--- src/rtl/pulse_to_level.sv ---
// Retriggerable one-shot: a single-cycle trigger holds level_o high for DURATION ticks.
// When the count expires naturally, the block emits a one-cycle done_o pulse.
module pulse_to_level #(
   parameter int unsigned DURATION  = 10,
   parameter int unsigned CW        = 8,
   parameter bit          RETRIGGER = 1'b1
) (
   input  logic          clk,
   input  logic          rst,
   input  logic          tick_i,
   input  logic          trig_i,
   input  logic          cancel_i,
   output logic          level_o,
   output logic          done_o,
   output logic [CW-1:0] remaining_o
);

   if (DURATION == 0 || (DURATION >> CW) != 0) begin : g_bad_duration
      $error("pulse_to_level: DURATION must lie in 1..2**CW-1");
   end

   typedef enum logic [1:0] {
      S_IDLE   = 2'b00,
      S_ACTIVE = 2'b01,
      S_DONE   = 2'b10
   } state_t;

   localparam logic [CW-1:0] LOAD = CW'(DURATION);
   localparam logic [CW-1:0] ONE  = CW'(1);

   state_t        state_q, state_d;
   logic [CW-1:0] count_q, count_d;

   always_ff @(posedge clk or posedge rst) begin
      if (rst) begin
         state_q <= S_IDLE;
         count_q <= '0;
      end else begin
         state_q <= state_d;
         count_q <= count_d;
      end
   end

   // Priority inside every state: cancel > trig > tick.
   always_comb begin
      state_d = state_q;
      count_d = count_q;
      case (state_q)
         S_IDLE: begin
            if (!cancel_i && trig_i) begin
               state_d = S_ACTIVE;
               count_d = LOAD;
            end
         end
         S_ACTIVE: begin
            if (cancel_i) begin
               state_d = S_IDLE;
               count_d = '0;
            end else if (trig_i && RETRIGGER) begin
               count_d = LOAD;
            end else if (tick_i) begin
               if (count_q > ONE) begin
                  count_d = count_q - ONE;
               end else begin
                  state_d = S_DONE;
                  count_d = '0;
               end
            end
         end
         S_DONE: begin
            if (!cancel_i && trig_i) begin
               state_d = S_ACTIVE;
               count_d = LOAD;
            end else begin
               state_d = S_IDLE;
               count_d = '0;
            end
         end
         default: begin
            state_d = S_IDLE;
            count_d = '0;
         end
      endcase
   end

   // All outputs come from registers only, so there is no input-to-output path.
   assign level_o     = (state_q == S_ACTIVE);
   assign done_o      = (state_q == S_DONE);
   assign remaining_o = level_o ? count_q : '0;

endmodule

--- config.mk ---
export PLATFORM = sky130hd
export DESIGN_NAME = pulse_to_level
export DESIGN_NICKNAME = d
export VERILOG_FILES = /design/src/rtl/pulse_to_level.sv
export SDC_FILE = /design/constraint.sdc
export NUM_CORES = 1
export LEC_CHECK = 0
export ABC_AREA = 0
export BUFFER_PORTS_ARGS = -buffer_cell sky130_fd_sc_hd__clkbuf_2
export CAP_MARGIN = 30
export CORE_AREA = 3 3 40 42
export DETAILED_ROUTE_END_ITERATION = 8
export DIE_AREA = 0 0 43 45
export GPL_TIMING_DRIVEN = 0
export PLACE_DENSITY = 0.81
export REMOVE_ABC_BUFFERS = 1
export SLEW_MARGIN = 20
export SYNTH_ARGS = -nofsm -noshare
export SYNTH_HDL_FRONTEND = slang
export SYNTH_SLANG_ARGS = --single-unit
export TNS_END_PERCENT = 20
--- constraint.sdc ---
create_clock -name clk -period 3.1 [get_ports clk]
set_clock_uncertainty 0.1 [all_clocks]
set_input_delay 0.465 -clock clk [delete_from_list [all_inputs] [get_ports clk]]
set_output_delay 0.465 -clock clk [all_outputs]
set_load 0.01 [all_outputs]
==> results of run 1 <==
-- layout by cell type (no fill, tap or decap), types with 2 or more instances in the layout --
cell      synthesis  routed
nand3_1           5       5
clkbuf_2          0      14
nor2b_1           3       3
inv_1             5       5
o21ai_0           2       2
o21ai_1           2       2
a21oi_1           2       2
o31ai_1           3       3
nand2b_1          2       2
dfrtp_1          10      10
a31oi_1           4       4
a21o_1            2       2
ha_1              2       2
clkbuf_4          0       3
nor2_1            5       5
a22o_1            3       3
and2_1            5       5
-- path summary, 6_finish.rpt --
kind	end	from	cells after the start	slack [ns]
hold / removal	count_q[3]	rst	2	0.04
min in group clk	state_q[1]	tick_i	3	0.33
setup / recovery	count_q[1]	count_q[0]	6	1.05
max in group asynchronous	count_q[6]	rst	2	2.56
hold reg to reg	count_q[7]	count_q[7]	1	0.43
setup reg to reg	count_q[1]	count_q[0]	6	1.05
-- registers in the layout (all words and copies together) (netlist names) --
name     count
count_q      8
state_q      2
-- worst max-delay path: cells and delay by family (launching register included) --
family / cells / cell delay, ns
compound gates: 2 / 0.58
fa+ha+maj: 1 / 0.24
buf+inv: 1 / 0.11
flops: 1 / 0.41
simple gates: 2 / 0.56
-- cell families after synthesis --
family | count (synthesis) | synth area share (%)
simple gates | 36 | 34.3
compound gates | 21 | 23.4
flops | 10 | 35.4
buf+inv | 6 | 3.36
fa+ha+maj | 2 | 3.54
-- power breakdown --
group	switching [mW]	total [mW]	internal (mW)
Combinational	0.0781	0.135	0.0567
Clock	0.0532	0.125	0.0716
Sequential	0.0263	0.173	0.147
-- area by class of cell --
type	instances	area [µm²]	area share, %
Timing Repair Buffer	14	70.1	8.47
Tap cell	15	18.8	2.27
Sequential cell	10	250	30.3
Inverter	5	18.8	2.27
Clock buffer	4	36.3	4.39
Multi-Input combinational cell	59	433	52.3
-- stage by stage --
step	setup slack, ns	instances
floorplan	1.33	74
global placement	1.13	103
detailed placement	1.08	103
CTS	1.05	107
global route	0.905	107
finish	1.05	107
-- per-layer routing --
layer	share of wire (%)	wire length [µm]
met3	5.5	89
met5	0	0
met2	48	767
met1	45	719
met4	2.2	36
==> impl_metrics.csv, run 1 <==
group,metric,value,unit
status,status,"finished clean",
clock_network,clk_pin_slew,0.07,ns
global_routing,grtUsageTotal,18.6,%
final_layout,area_delta_synth_final,17.0,%
route,vias,667,
route,post_drt_wl_per_cell,15.1,µm
timing,setup_tns,0,ns
worst_setup_path,cp_cell_sequence,"inv_1 -> ha_1 -> or2_1 -> a311oi_2 -> nor3b_1 -> a221o_1",
placed_design,port-buffer-count,14,
global_routing,met3_usage,1.59,%
synth,yosysTopAreaCellShare,35.4,%
global_routing,use_met2,29.3,%
global_routing,grt_overflow,0,
die,core-area,0.00128,mm²
clock_network,cts_tree,"built",
global_routing,grt-busiest-layer,"met2",
timing,relSlewSlack,62.4,%
timing,fmax,0.488,GHz
power,p_per_area,523,mW/mm²
timing,layout_min_cycle_time,2.05,ns
worst_setup_path,critPathMaxFanout,6,
synth,synth_top_cell_by_area,"dfrtp_1",
clock_network,cts_setup_buffers,0,
worst_setup_path,cp.required,3.22,ns
timing,fin_hold_ws,0.0433,ns
timing,finalSetupViolations,0,
placed_design,hpwl,1230,µm
route,antenna_left,0,
synth,synth.most_common_cell,"dfrtp_1",
synth,yosys_warnings,0,
die,fp.dieArea,0.00194,mm²
final_layout,final_cell_area,827,µm²
global_routing,grt_max_degree,11,
synth,synth-seq-cells,10,
clock_network,clock_latency,0.28,ns
timing,finalCritPeriodShare,66.2,%
clock_network,ctsRootBufferMaster,"clkbuf_4",
synth,syn-mean-instance-area,9.43,µm²
flow_run,maxCapViolCount,0,
synth,seq_area_frac_synth,35.4,%
timing,rsz0062_at_grt,"no",
synth,ys.flop_type,"dfrtp_1",
clock_network,cts_hold_buf,0,
route,drt_iter0_markers,8,
route,dr.pass1.iters,3,
die,die_w,43,µm
die,start_util,55.0,%
synth,synthTopCellsByArea,"dfrtp_1, and2_1, a22o_1, a31oi_1, ha_1",
worst_setup_path,cp-end-kind,"flip-flop",
clock_network,clock_sinks,10,
die,row_count,13,
clock_network,ctsHtreeMaxLevel,1,
timing,final_hold_viol_count,0,
global_routing,grt_use_met1,25.0,%
die,dieHeight,45,µm
worst_setup_path,cp_slowest_cell,"a311oi_2",
clock_network,cts_buffers,3,
die,pin_count,15,
final_layout,antenna_cells,0,
final_layout,nFillCells,117,
route,totalWireLength,1610,µm
worst_setup_path,cp-start-kind,"flip-flop",
power,leakage,0.400,nW
synth,async_flop_share,100,%
final_layout,drive_above_1_share,29.3,%
synth,ys_types,35,
synth,synth_edf_count,0,
clock_network,cts_buffer_depth,2,
power,ir_drop,0.267,mV
route,drc,0,
global_routing,antenna_found_initial,0,
timing,drv_slew,0,
global_routing,grt_pass1_wl,2720,µm
route,vias_per_cell,6.23,
synth,ys_top_cells_by_count,"dfrtp_1, and2_1, inv_1, nand3_1, nor2_1",
placed_design,dpl-instance-area,791,µm²
clock_network,post_cts_resized,0,
worst_setup_path,worst-setup-path-type,"reg2reg",
final_layout,fin_util,64.4,%
worst_hold_path,hp-class,"in2async",
global_routing,first_global_vias,586,
final_layout,final_nets,100,
synth,synthesis.instances,75,
placed_design,gp_congestion,0.762,
synth,syn_area,707,µm²
timing,tightestPinTransition,0.561,ns
worst_setup_path,slowest_delay,0.44,ns
power,fin_total_pwr,433,µW
worst_setup_path,arrival,2.17,ns
Note: power is estimated with default switching activity, not from simulation.
==> run 2, diff against run 1 <==
ABC_AREA = 1   (was 0)
CORE_AREA = default   (was 3 3 40 42)
CORE_MARGIN = 3   (was default)
CORE_UTILIZATION = 48   (was default)
DIE_AREA = default   (was 0 0 43 45)
PLACE_DENSITY = 0.76   (was 0.81)
clock period = 1.8 ns   (was 3.1 ns; I/O delays follow)
==> impl_metrics.csv, run 2 <==
group,metric,value,unit
power,swShare,53.3,%
clock_network,cts_buffer_depth,2,
synth,synth-compound-area-share,3.45,%
clock_network,cts_buffers,3,
power,leakage,0.518,nW
worst_hold_path,hold_start,"tick_i",
timing,drv_slew,0,
synth,synthesis.instances,119,
die,dieHeight,46.8,µm
worst_hold_path,min_to,"state_q[0]",
global_routing,grtUsageTotal,18.9,%
synth,syn_area,797,µm²
worst_setup_path,r2r_start,"count_q[0]",
synth,yosysTopAreaCellShare,31.4,%
synth,seq_area_frac_synth,31.4,%
power,ir_drop,0.872,mV
route,drt_iter0_markers,19,
global_routing,antenna_found_initial,0,
timing,layout_min_cycle_time,1.62,ns
die,pin_count,15,
global_routing,grt_max_degree,11,
worst_setup_path,crit_family,"simple AND/OR/NAND/NOR gates",
worst_setup_path,cp.required,1.86,ns
clock_network,ctsRootBufferMaster,"clkbuf_4",
placed_design,gp_congestion,0.795,
timing,tightestPinTransition,0.433,ns
worst_hold_path,hp-class,"in2reg",
status,status,"finished clean",
die,row_count,14,
timing,relSlewSlack,71.1,%
timing,rsz0062_at_grt,"no",
die,start_util,51.7,%
power,combPwrFrac,65.1,%
synth,synth-adder-area-share,3.14,%
synth,ys_top_cells_by_count,"nand2_1, nor2_1, inv_1",
synth,synth_top_cell_by_area,"dfrtp_1",
timing,fin_hold_ws,0.219,ns
placed_design,dp_cells,149,
synth,synth_top_family_by_area,"simple AND/OR/NAND/NOR gates",
final_layout,layout_common_cells,"nand2_1, nor2_1, inv_1, clkbuf_2, dfrtp_1",
worst_setup_path,reg2regPathDepth,9,
clock_network,clock_sinks,10,
worst_setup_path,path_buf_inv,1,
clock_network,cts_tree,"built",
timing,final_hold_viol_count,0,
final_layout,nFillCells,154,
worst_setup_path,r2r_end,"count_q[7]",
synth,ys_types,19,
synth,ys.flop_type,"dfrtp_1",
clock_network,clock_latency,0.27,ns
synth,synth_xor_area_share,0,%
final_layout,final_common_cell,"nand2_1",
clock_network,clk_pin_slew,0.06,ns
synth,synth-seq-cells,10,
power,seqPwrFrac,25.3,%
final_layout,drive_above_1_share,27.7,%
power,clkPwrFrac,9.7,%
timing,finalCritPeriodShare,90.0,%
final_layout,largest_reg_flops,8,
worst_setup_path,cp_cell_sequence,"inv_1 -> ha_1 -> nor2_1 -> nor2_1 -> nand2_1 -> nand2_2 -> nand2_8 -> nand2_1 -> nor2_2",
worst_setup_path,critPathMaxFanout,6,
final_layout,multiInputGateArea,473,µm²
worst_setup_path,slowest_delay,0.42,ns
synth,synth_edf_count,0,
power,intPower,745,µW
final_layout,antenna_cells,0,
synth,async_flop_share,100,%
route,vias_per_cell,5.07,
worst_setup_path,reg2reg_slack,0.18,ns
power,p_per_area,1730,mW/mm²
synth,synth.most_common_cell,"nand2_1",
synth,synth-simple-area-share,52.7,%
final_layout,top_regs,"count_q x8, state_q x2",
die,core-area,0.00154,mm²
placed_design,pre_cts_ws,0.199,ns
final_layout,area_delta_synth_final,15.4,%
route,antenna_left,0,
route,totalWireLength,1740,µm
synth,synthTopCellsByArea,"dfrtp_1, nand2_1, nor2_1, inv_1, nor2_2",
power,p_sw,849,µW
placed_design,hpwl,1380,µm
die,die_w,46.8,µm
flow_run,maxCapViolCount,0,
global_routing,first_global_vias,689,
timing,setup_tns,0,ns
timing,fmax,0.617,GHz
final_layout,fin_cells,153,
worst_hold_path,worstHoldPathCells,4,
worst_setup_path,arrival,1.68,ns
worst_setup_path,worst-setup-path-type,"reg2reg",
clock_network,post_cts_resized,0,
synth,yosys_warnings,0,
worst_setup_path,cp-end-kind,"flip-flop",
global_routing,grt_pass1_wl,2900,µm
timing,finalSetupViolations,0,
worst_setup_path,cp_slowest_cell,"dfrtp_1",
route,dr.pass1.iters,4,
synth,muxShareOfSynthArea,0,%
route,drc,0,
final_layout,seq_area,250,µm²
global_routing,grt_overflow,0,
clock_network,ctsHtreeMaxLevel,1,
final_layout,largest_register,"count_q",
synth,syn-mean-instance-area,6.70,µm²
route,vias,776,
timing,setup_ws,0.179,ns
final_layout,final_nets,146,
route,post_drt_wl_per_cell,11.3,µm
placed_design,port-buffer-count,14,
worst_setup_path,cp-start-kind,"flip-flop",
die,fp.dieArea,0.00219,mm²
run 2: layout make-up:
class / instances / share of cell area, %
clock buffer: 3 / 2.45
inverter: 19 / 8.03
multi-input combinational: 90 / 51.4
sequential: 10 / 27.2
tap: 16 / 2.18
timing repair buffer: 15 / 8.71
run 2: through the flow:
| stage | total power [mW] | area [µm²] | utilization [%] |
|---|---|---|---|
| 2_1_floorplan | 1.20 | 797 | - |
| 3_3_place_gp | 1.41 | 887 | 57.5 |
| 3_5_place_dp | 1.44 | 887 | 57.5 |
| 4_1_cts | 1.60 | 920 | 59.7 |
| 5_1_grt | 1.77 | 920 | 59.7 |
| 6_report | 1.59 | 920 | 59.7 |
run 2: cell families (layout without fill, tap and decap cells):
| family | after synthesis | after routing |
|---|---|---|
| and+or+nand+nor | 85 | 85 |
| buffers and inverters | 19 | 37 |
| DFF | 10 | 10 |
| AOI/OAI and AO/OA | 3 | 3 |
| adders and majority gates | 2 | 2 |
run 2: worst max path at each step:
stage                     from    endpoint  slack (ns)  cells past startpoint
finish              count_q[0]  count_q[7]        0.18                      9
global route        count_q[0]  count_q[7]        0.07                      9
CTS                 count_q[0]  count_q[7]        0.18                      9
detailed placement  count_q[0]  count_q[7]        0.20                      9
global placement    count_q[0]  count_q[7]        0.23                      9
floorplan           count_q[0]  count_q[7]        0.37                      9
run 2: power by group through the flow:
| stage | clock (mW) | combinational [mW] | sequential [mW] |
|---|---|---|---|
| 4_1_cts | 0.159 | 1.04 | 0.402 |
| 6_report | 0.154 | 1.04 | 0.403 |
| 3_3_place_gp | 0 | 1.01 | 0.401 |
| 5_1_grt | 0.171 | 1.19 | 0.417 |
| 2_1_floorplan | 0 | 0.809 | 0.387 |
| 3_5_place_dp | 0 | 1.04 | 0.406 |
run 2: timing repair:
action / 4_1_cts / 5_1_grt
hold buffers: 1 / 0
endpoints found under the hold margin: 10 / 0
setup buffers: 0 / 0
setup endpoints to repair: 0 / 0
run 2: worst register-to-register path, stage by stage, from the launching register on:
cell and delay (ns):
dfrtp_1 0.42, inv_1 0.11, ha_1 0.24, nor2_1 0.06
nor2_1 0.10, nand2_1 0.15, nand2_2 0.15, nand2_8 0.07
nand2_1 0.08, nor2_2 0.03
run 2: per-layer routing:
metal | GRT usage, % | routed length [µm] | vias to the layer above
met5 | 0 | 0 | -
met4 | 6.08 | 25 | 0
met1 | 22.1 | 753 | 351
met2 | 33.0 | 877 | 19
met3 | 5.75 | 80 | 5
li1 | - | - | 401
==> run 3, diff against run 2 <==
clock period = 1.4 ns   (was 1.8 ns; I/O delays follow)
==> impl_metrics.csv, run 3 (synthesis results as in run 2) <==
group,metric,value,unit
worst_setup_path,r2r_end,"count_q[5]",
power,intPower,1.14,mW
worst_setup_path,cp-start-kind,"flip-flop",
final_layout,largest_reg_flops,8,
timing,fin_hold_ws,0.166,ns
final_layout,nFillCells,140,
route,totalWireLength,1960,µm
power,leakage,0.575,nW
power,ir_drop,1.14,mV
final_layout,drive_above_1_share,41.4,%
final_layout,top_regs,"count_q x8, state_q x2",
clock_network,cts_tree,"built",
placed_design,hpwl,1380,µm
placed_design,port-buffer-count,14,
route,drc,0,
clock_network,cts_buffer_depth,2,
die,pin_count,15,
clock_network,clock_latency,0.27,ns
power,swShare,52.3,%
final_layout,area_delta_synth_final,31.7,%
worst_hold_path,hp-class,"in2reg",
global_routing,grtUsageTotal,21.9,%
clock_network,ctsRootBufferMaster,"clkbuf_4",
final_layout,final_common_cell,"nand2_1",
placed_design,dp_cells,149,
die,start_util,51.7,%
status,violations,"setup timing",
worst_setup_path,cp-end-kind,"flip-flop",
power,p_sw,1.25,mW
timing,tightestPinTransition,0.418,ns
clock_network,ctsHtreeMaxLevel,1,
placed_design,gp_congestion,0.795,
die,row_count,14,
worst_setup_path,arrival,1.49,ns
power,clkPwrFrac,8.4,%
power,seqPwrFrac,22.6,%
timing,relSlewSlack,72.1,%
die,dieHeight,46.8,µm
worst_setup_path,r2r_start,"count_q[0]",
route,antenna_left,0,
clock_network,clock_sinks,10,
clock_network,clk_pin_slew,0.06,ns
worst_setup_path,cp.required,1.46,ns
timing,drv_slew,0,
route,post_drt_wl_per_cell,12.2,µm
timing,fmax,0.703,GHz
final_layout,largest_register,"count_q",
route,vias,839,
timing,layout_min_cycle_time,1.42,ns
final_layout,layout_common_cells,"nand2_1, nor2_1, inv_1, nor2_2, dfrtp_1",
global_routing,first_global_vias,825,
route,dr.pass1.iters,4,
die,core-area,0.00154,mm²
worst_hold_path,worstHoldPathCells,4,
final_layout,antenna_cells,0,
global_routing,grt_max_degree,11,
worst_setup_path,reg2reg_slack,-0.02,ns
clock_network,cts_buffers,3,
final_layout,final_nets,154,
timing,finalCritPeriodShare,102,%
route,vias_per_cell,5.21,
timing,final_hold_viol_count,0,
power,combPwrFrac,69.1,%
worst_hold_path,min_to,"state_q[0]",
flow_run,maxCapViolCount,0,
final_layout,fin_cells,161,
worst_setup_path,critPathMaxFanout,6,
global_routing,antenna_found_initial,0,
worst_setup_path,worst-setup-path-type,"reg2reg",
die,fp.dieArea,0.00219,mm²
timing,rsz0062_at_grt,"yes",
timing,setup_ws,-0.0223,ns
route,drt_iter0_markers,32,
worst_hold_path,hold_start,"tick_i",
power,p_per_area,2280,mW/mm²
timing,finalSetupViolations,11,
worst_setup_path,reg2regPathDepth,9,
die,die_w,46.8,µm
status,status,"finished with violations",
global_routing,grt_pass1_wl,3360,µm
global_routing,grt_overflow,0,
==> run 3: critical path, stage by stage, from the launching register on <==
cell     delay (ns)
dfrtp_1        0.42
inv_2          0.10
ha_4           0.13
nor2_1         0.03
nor2_1         0.11
nand2_2        0.14
nand2_4        0.12
nand2_8        0.06
nand2_2        0.07
nor2_2         0.03
==> run 3: timing repair <==
action	CTS	global route
endpoints found under the setup margin	18	20
resized for setup	14	15
pin swaps	5	3
buffers inserted	8	0
cloned	0	0
hold buffers	1	0
hold endpoints to repair	10	0
==> run 3: through the flow <==
step	power, mW	worst slack (ns)	instance area, µm²	setup TNS, ns	util [%]
after global placement	1.81	-0.168	887	-1.03	57.5
after detailed placement	1.85	-0.201	887	-1.37	57.5
after global routing	2.62	-0.103	1050	-1.38	68.1
after floorplan	1.54	-0.0310	797	-0.0586	-
final	2.39	-0.0223	1050	-0.0937	68.1
after CTS	2.31	-0.0222	1030	-0.150	66.7
==> run 3: final cells by class <==
type	count	area [µm²]	share of cell area (%)
clock buffer	3	22.5	2.15
inverter	19	73.8	7.03
multi-input combinational	90	532	50.7
sequential	10	251	24.0
tap	16	20.0	1.91
timing repair buffer	23	150	14.3
==> run 3: per-layer routing <==
metal / vias to the layer above / GRT usage (%) / part of all wire [%]
met5: - / 0 / 0
met3: 6 / 8.05 / 5.2
li1: 418 / - / -
met1: 396 / 22.8 / 40
met2: 19 / 38.2 / 52
met4: 0 / 11.6 / 2.0
==> run 3: how the worst max path moves through the flow <==
stage,cells after the start,endpoint,startpoint,slack (ns)
2_1_floorplan,9,count_q[7],count_q[0],-0.03
3_3_place_gp,9,count_q[7],count_q[0],-0.17
3_5_place_dp,9,count_q[7],count_q[0],-0.20
4_1_cts,4,remaining_o[4],state_q[1],-0.02
5_1_grt,9,count_q[1],count_q[1],-0.10
6_report,9,count_q[5],count_q[0],-0.02
==> run 3: power groups by stage <==
stage / Combinational [mW] / Sequential [mW] / Clock [mW]
global placement: 1.29 / 0.515 / 0
global route: 1.85 / 0.558 / 0.217
finish: 1.65 / 0.539 / 0.200
detailed placement: 1.33 / 0.522 / 0
CTS: 1.57 / 0.536 / 0.204
floorplan: 1.04 / 0.497 / 0
